### config.mk
export PLATFORM = sky130hd
export DESIGN_NAME = prog_ctr_unit_flat
export DESIGN_NICKNAME = d
export VERILOG_FILES = /design/src/rtl/prog_ctr_pkg.sv /design/src/rtl/prog_ctr_unit_if.sv /design/src/rtl/ret_stack.sv /design/src/rtl/prog_ctr_unit.sv /design/src/flat_wrapper.sv
export SDC_FILE = /design/constraint.sdc
export NUM_CORES = 1
export LEC_CHECK = 0
export CAP_MARGIN = 20
export CORE_MARGIN = 3
export CORE_UTILIZATION = 32
export DETAILED_ROUTE_END_ITERATION = 6
export GPL_TIMING_DRIVEN = 1
export PLACE_DENSITY = 0.57
export SYNTH_ARGS = -nofsm -noshare
export SYNTH_HDL_FRONTEND = slang
export SYNTH_SLANG_ARGS = --single-unit
export TNS_END_PERCENT = 1
### constraint.sdc
create_clock -name clk -period 5.7 [get_ports clk]
set_input_delay 1.14 -clock clk [delete_from_list [all_inputs] [get_ports clk]]
set_output_delay 1.14 -clock clk [all_outputs]
set_load 0.02 [all_outputs]
### src/rtl/prog_ctr_pkg.sv
// Shared definitions for the program-counter / fetch controller.
//   - pc_state_t    : controller state encoding
//   - PC_W_DEF      : default program-counter width
//   - RESET_VEC_DEF : default reset / idle fetch address
package prog_ctr_pkg;

   typedef enum logic [1:0] {
      ST_IDLE  = 2'd0,
      ST_RUN   = 2'd1,
      ST_HALT  = 2'd2,
      ST_FAULT = 2'd3
   } pc_state_t;

   localparam int PC_W_DEF      = 10;
   localparam int RESET_VEC_DEF = 0;

endpackage

### src/rtl/prog_ctr_unit_if.sv
// Fetch-control bundle between the decode/control stage and the PC unit.
//   master : decode/control stage (drives redirect controls, reads status)
//   slave  : prog_ctr_unit (reads controls, drives ROM address and status)
// Signals: start, stall, branch, branch_rel, target, offset, call, ret, halt
//          (controls); prog_ctr, running, done, fault (status).
interface prog_ctr_unit_if
   import prog_ctr_pkg::*;
#(
   parameter int PC_W = PC_W_DEF
);
   logic            start;
   logic            stall;
   logic            branch;
   logic            branch_rel;
   logic [PC_W-1:0] target;
   logic [PC_W-1:0] offset;
   logic            call;
   logic            ret;
   logic            halt;
   logic [PC_W-1:0] prog_ctr;
   logic            running;
   logic            done;
   logic            fault;

   modport master (
      output start, stall, branch, branch_rel, target, offset, call, ret, halt,
      input  prog_ctr, running, done, fault
   );

   modport slave (
      input  start, stall, branch, branch_rel, target, offset, call, ret, halt,
      output prog_ctr, running, done, fault
   );
endinterface

### src/rtl/ret_stack.sv
// Return-address LIFO, DEPTH entries of W bits.
//   clk, reset (sync, active-low) : clock / pointer reset
//   clr                           : synchronous pointer clear
//   push, din                     : write din on top
//   pop                           : discard top entry
//   full, empty, top              : status and current top entry
// The parent never pushes when full or pops when empty; the stack relies on it.
module ret_stack #(
   parameter int DEPTH = 4,
   parameter int W     = 10
) (
   input  logic         clk,
   input  logic         reset,
   input  logic         clr,
   input  logic         push,
   input  logic         pop,
   input  logic [W-1:0] din,
   output logic         full,
   output logic         empty,
   output logic [W-1:0] top
);
   localparam int AW = $clog2(DEPTH);

   logic [AW:0]   sp;
   logic [W-1:0]  mem [DEPTH];
   logic [AW-1:0] top_idx;

   always_ff @(posedge clk) begin
      if (!reset || clr)
         sp <= '0;
      else if (push)
         sp <= sp + (AW+1)'(1);
      else if (pop)
         sp <= sp - (AW+1)'(1);
   end

   always_ff @(posedge clk) begin
      if (push)
         mem[sp[AW-1:0]] <= din;
   end

   assign top_idx = sp[AW-1:0] - AW'(1);
   assign top     = mem[top_idx];
   assign full    = (sp == (AW+1)'(DEPTH));
   assign empty   = (sp == '0);
endmodule

### src/rtl/prog_ctr_unit.sv
// Program-counter / instruction-fetch controller.
//   clk   : system clock, rising edge
//   reset : synchronous active-low reset
//   bus   : prog_ctr_unit_if.slave (redirect controls in, ROM address/status out)
//
// state    | meaning
// ---------+------------------------------------------------------------
// ST_IDLE  | held at RESET_VEC while start=1; leaves to RUN when start=0
// ST_RUN   | fetching; halt > stall > ret > call > branch > increment
// ST_HALT  | halted by request, PC frozen, sticky until start/reset
// ST_FAULT | return-stack overflow/underflow, PC frozen, sticky
module prog_ctr_unit
   import prog_ctr_pkg::*;
#(
   parameter int              PC_W        = PC_W_DEF,
   parameter logic [PC_W-1:0] RESET_VEC   = PC_W'(RESET_VEC_DEF),
   parameter int              STACK_DEPTH = 4
) (
   input logic             clk,
   input logic             reset,
   prog_ctr_unit_if.slave  bus
);
   pc_state_t       state, state_nxt;
   logic [PC_W-1:0] pc, pc_nxt, pc_inc;
   logic            stk_push, stk_pop, stk_clr;
   logic            stk_full, stk_empty;
   logic [PC_W-1:0] stk_top;

   assign pc_inc = pc + PC_W'(1);

   ret_stack #(
      .DEPTH (STACK_DEPTH),
      .W     (PC_W)
   ) u_ret_stack (
      .clk   (clk),
      .reset (reset),
      .clr   (stk_clr),
      .push  (stk_push),
      .pop   (stk_pop),
      .din   (pc_inc),
      .full  (stk_full),
      .empty (stk_empty),
      .top   (stk_top)
   );

   always_ff @(posedge clk) begin
      if (!reset) begin
         state <= ST_IDLE;
         pc    <= RESET_VEC;
      end else begin
         state <= state_nxt;
         pc    <= pc_nxt;
      end
   end

   always_comb begin
      state_nxt = state;
      pc_nxt    = pc;
      stk_push  = 1'b0;
      stk_pop   = 1'b0;
      stk_clr   = 1'b0;
      if (bus.start) begin
         state_nxt = ST_IDLE;
         pc_nxt    = RESET_VEC;
         stk_clr   = 1'b1;
      end else begin
         unique case (state)
            ST_IDLE: begin
               state_nxt = ST_RUN;
               pc_nxt    = RESET_VEC;
            end
            ST_RUN: begin
               if (bus.halt) begin
                  state_nxt = ST_HALT;
               end else if (bus.stall) begin
                  pc_nxt = pc;
               end else if (bus.ret) begin
                  if (stk_empty) begin
                     state_nxt = ST_FAULT;
                  end else begin
                     pc_nxt  = stk_top;
                     stk_pop = 1'b1;
                  end
               end else if (bus.call) begin
                  if (stk_full) begin
                     state_nxt = ST_FAULT;
                  end else begin
                     pc_nxt   = bus.target;
                     stk_push = 1'b1;
                  end
               end else if (bus.branch) begin
                  pc_nxt = bus.branch_rel ? (pc + bus.offset) : bus.target;
               end else begin
                  pc_nxt = pc_inc;
               end
            end
            ST_HALT, ST_FAULT: begin
               state_nxt = state;
            end
            default: begin
               state_nxt = ST_IDLE;
               pc_nxt    = RESET_VEC;
            end
         endcase
      end
   end

   always_comb begin
      bus.running = (state == ST_RUN);
      bus.done    = (state == ST_HALT) || (state == ST_FAULT);
      bus.fault   = (state == ST_FAULT);
   end

   assign bus.prog_ctr = pc;
endmodule

### src/flat_wrapper.sv
// flat-port wrapper written by rule: the top's interface ports become plain ports
module prog_ctr_unit_flat import prog_ctr_pkg::*;
#(
   parameter int              PC_W        = PC_W_DEF,
   parameter logic [PC_W-1:0] RESET_VEC   = PC_W'(RESET_VEC_DEF),
   parameter int              STACK_DEPTH = 4
)
  (clk, reset, bus_start, bus_stall, bus_branch, bus_branch_rel, bus_target, bus_offset, bus_call, bus_ret, bus_halt, bus_prog_ctr, bus_running, bus_done, bus_fault);
  prog_ctr_unit_if #(.PC_W(PC_W)) bus_i ();
  input logic clk;
  input logic reset;
  input wire logic [$bits(bus_i.start)-1:0] bus_start;
  input wire logic [$bits(bus_i.stall)-1:0] bus_stall;
  input wire logic [$bits(bus_i.branch)-1:0] bus_branch;
  input wire logic [$bits(bus_i.branch_rel)-1:0] bus_branch_rel;
  input wire logic [$bits(bus_i.target)-1:0] bus_target;
  input wire logic [$bits(bus_i.offset)-1:0] bus_offset;
  input wire logic [$bits(bus_i.call)-1:0] bus_call;
  input wire logic [$bits(bus_i.ret)-1:0] bus_ret;
  input wire logic [$bits(bus_i.halt)-1:0] bus_halt;
  output wire logic [$bits(bus_i.prog_ctr)-1:0] bus_prog_ctr;
  output wire logic [$bits(bus_i.running)-1:0] bus_running;
  output wire logic [$bits(bus_i.done)-1:0] bus_done;
  output wire logic [$bits(bus_i.fault)-1:0] bus_fault;
  assign bus_i.start = bus_start;
  assign bus_i.stall = bus_stall;
  assign bus_i.branch = bus_branch;
  assign bus_i.branch_rel = bus_branch_rel;
  assign bus_i.target = bus_target;
  assign bus_i.offset = bus_offset;
  assign bus_i.call = bus_call;
  assign bus_i.ret = bus_ret;
  assign bus_i.halt = bus_halt;
  assign bus_prog_ctr = bus_i.prog_ctr;
  assign bus_running = bus_i.running;
  assign bus_done = bus_i.done;
  assign bus_fault = bus_i.fault;
  prog_ctr_unit #(.PC_W(PC_W), .RESET_VEC(RESET_VEC), .STACK_DEPTH(STACK_DEPTH)) u_core (.clk(clk), .reset(reset), .bus(bus_i));
endmodule
==> impl_metrics.py <==
metrics = {
    "grt": {
        "grt.overflow.total": 0,
        "grt_max_degree": 23,
        "track_usage": 0.146,
        "grt_use_met1": 0.203,
        "use_met3": 0.0229,
        "grtUsageMet2": 0.239,
        "antenna_found_initial": 0,
        "grt_most_used_layer": "met2",
        "grt_pass1_vias": 2421,
        "grt_pass1_wl_mm": 13.1,
    },
    "timing": {
        "timing.fmax_ghz": 0.290,
        "rsz0062_at_grt": "false",
        "hold_ws_ns": 0.576,
        "relSlewSlack": 0.383,
        "timing.final.crit_share": 0.604,
        "fin_crit_ns": 3.44,
        "setup_viol": 0,
        "hold_violations": 0,
        "fin_skew_ns": 0.00919,
        "slew_violations": 0,
        "worstMarginPinSlew_ns": 0.924,
        "tns_ns": 0,
    },
    "setup_path": {
        "reg2reg_depth": 8,
        "worstPathArrival_ns": 3.62,
        "rr_endpoint": "u_core.u_ret_stack.sp[2]",
        "worst_setup_path_start_kind": "input pin",
        "cp.required_ns": 5.88,
        "crit_type": "input pin to flop",
        "cp-end-kind": "flop",
        "ff2ff_setup_slack_ns": 2.75,
        "worstPathCellList": "clkdlybuf4s50_1, nand2b_1, a2111oi_4, inv_2, fa_1, mux2i_4, xnor2_1, nor2_1",
        "max_stage_delay_ns": 0.79,
        "worst_path_max_delay_cell": "clkdlybuf4s50_1",
        "cp_max_fo": 22,
        "rr_startpoint": "u_core.u_ret_stack.sp[0]",
    },
    "routing": {
        "route.detailed.drc": 0,
        "wl_per_cell_um": 17.5,
        "vias": 2497,
        "firstDrtPassIters": 4,
        "wl_mm": 8.12,
        "avgViaCountPerCell": 5.38,
        "drt.antenna.violating_nets": 0,
        "drtIter0Drc": 98,
    },
    "power": {
        "p_per_area_mw_per_mm2": 187,
        "peakVddDrop_v": 0.0000901,
        "total_power_uw": 722,
        "power.leakage_uw": 0.00135,
    },
    "floorplanning": {
        "num_rows": 36,
        "fp.dieH_um": 107,
        "floorplan.initialDensity": 0.330,
        "fp.dieArea_mm2": 0.0114,
        "die_w_um": 107,
        "ios": 42,
        "fp.coreArea_mm2": 0.00982,
    },
    "clock_network": {
        "cts_root_buf": "clkbuf_8",
        "ctsHtreeMaxLevel": 2,
        "cts_hold_buf": 0,
        "post_cts_resized": 0,
        "clk_latency_ns": 0.31,
        "numCtsBuffers": 5,
        "clock_path_buffers": 2,
        "path_clk_slew_ns": 0.10,
        "cts_setup_buffers": 0,
        "tritoncts": "yes",
        "cts_sinks": 55,
    },
    "run_status": {
        "run_status": "complete, no violations",
    },
    "hold_path": {
        "min_from": "u_core.state[0]",
        "hold_path.class": "flop to flop",
        "min_path_cells": 2,
        "hold_end": "u_core.state[0]",
    },
    "layout": {
        "nets": 375,
        "layout_common_cells": "clkdlybuf4s50_1, edfxtp_1, nor2_1, inv_1, nand2_1",
        "drive_gt1_frac": 0.0725,
        "utilization": 0.394,
        "n_antenna_cell": 0,
        "fillCellCount": 987,
        "layout_commonest_cell": "clkdlybuf4s50_1",
        "syn2layout_area_growth_pct": 19.2,
    },
    "synth": {
        "seq_area_frac_synth": 0.463,
        "synth_top_cell_by_area": "edfxtp_1",
        "synth-seq-cells": 55,
        "synth_flop_cell": "edfxtp_1",
        "synth_edf_count": 40,
        "yosys_warnings": 0,
        "synth.distinct_cells": 53,
        "synthCells": 293,
        "synth_top_area_share": 0.371,
        "syn-num-nets": 338,
        "syn-cell-area_mm2": 0.00324,
        "async_reset_ff_frac": 0,
        "avgSynthCellArea_um2": 11.1,
        "synth_area_leaders": "edfxtp_1, dfxtp_1, mux4_2",
    },
    "placed_design": {
        "dpl.hpwl_mm": 6.15,
        "globalplace.congestion": 0.867,
        "placement.io_buffers": 41,
    },
    "run": {
        "drv_cap": 0,
    },
}
-- stage by stage --
stage | instances | setup WS (ns) | cell area (µm²)
2_1_floorplan | 293 | 2.61 | 3240
3_3_place_gp | 456 | 1.98 | 3780
3_5_place_dp | 456 | 1.90 | 3780
4_1_cts | 464 | 2.23 | 3860
5_1_grt | 464 | 2.09 | 3860
6_report | 464 | 2.26 | 3860
-- registers in the layout, indices dropped and copies added (netlist names) --
register                count
u_core.state                2
u_core.bus.prog_ctr        10
u_core.u_ret_stack.mem     40
u_core.u_ret_stack.sp       3
-- cell type report --
cell class                 instances  area [µm²]  share of cell area
inverter                          19        71.3              0.0185
clock buffer                       6        72.6              0.0188
clock inverter                     2        16.3             0.00421
timing repair buffer              41         410               0.106
sequential                        55        1500               0.388
multi-input combinational        208        1630               0.421
tap                              133         166              0.0431
-- worst max-delay path by stage --
stage / slack [ns] / to / startpoint / cells past startpoint
after floorplan: 2.61 / u_core.u_ret_stack.sp[2] / bus_halt / 7
after global placement: 1.98 / u_core.u_ret_stack.sp[2] / bus_ret / 8
after detailed placement: 1.90 / u_core.u_ret_stack.sp[2] / bus_ret / 8
after CTS: 2.23 / u_core.u_ret_stack.sp[2] / bus_ret / 8
after global routing: 2.09 / u_core.u_ret_stack.sp[2] / bus_ret / 8
final: 2.26 / u_core.u_ret_stack.sp[2] / bus_ret / 8
-- Yosys cell counts (2+ instances only) --
library cell,number
edfxtp_1,40
nor2_1,19
inv_1,18
nand2_1,16
dfxtp_1,15
ha_1,14
o21ai_0,14
a21oi_1,12
a211oi_1,11
clkbuf_1,10
mux4_2,10
and2_1,9
nor3_1,9
nand3_1,8
o22ai_1,8
nand2b_1,7
xor2_1,7
xnor2_1,5
a22o_1,4
nor2b_1,4
o2111ai_1,4
a22oi_1,3
mux2i_1,3
nand4_1,3
o211ai_1,3
o21a_1,3
a21o_1,2
a311oi_1,2
fa_1,2
nor4_1,2
o41a_1,2
or2_2,2
or3_1,2
-- worst max-delay path: cells and delay by family --
kind / cells / cell delay, ns
mux: 1 / 0.21
buf+inv: 2 / 0.90
simple gates: 2 / 0.41
fa+ha+maj: 1 / 0.43
compound gates: 1 / 0.39
xor+xnor: 1 / 0.14
-- logic make-up (layout without fill, tap and decap cells) --
family / after synthesis / in the layout / synth area share
muxes: 14 / 14 / 0.0857
DFF: 55 / 55 / 0.463
buffers and inverters: 30 / 68 / 0.0351
AOI/OAI and AO/OA: 79 / 79 / 0.178
adders and majority gates: 16 / 16 / 0.0664
and+or+nand+nor: 87 / 87 / 0.140
xor gates and xnor gates: 12 / 12 / 0.0324
-- report_power, final --
group          internal (µW)  total, µW  switching, µW
Combinational           36.2       77.0           40.8
Clock                   88.6        219            130
Sequential               424        426           1.79
-- layer usage --
layer  share of wire  routed length (µm)
met1            0.46                3760
met3           0.049                 401
met5               0                   0
met2            0.47                3850
met4           0.012                 101
No activity file was read; power rests on OpenSTA's default activity.
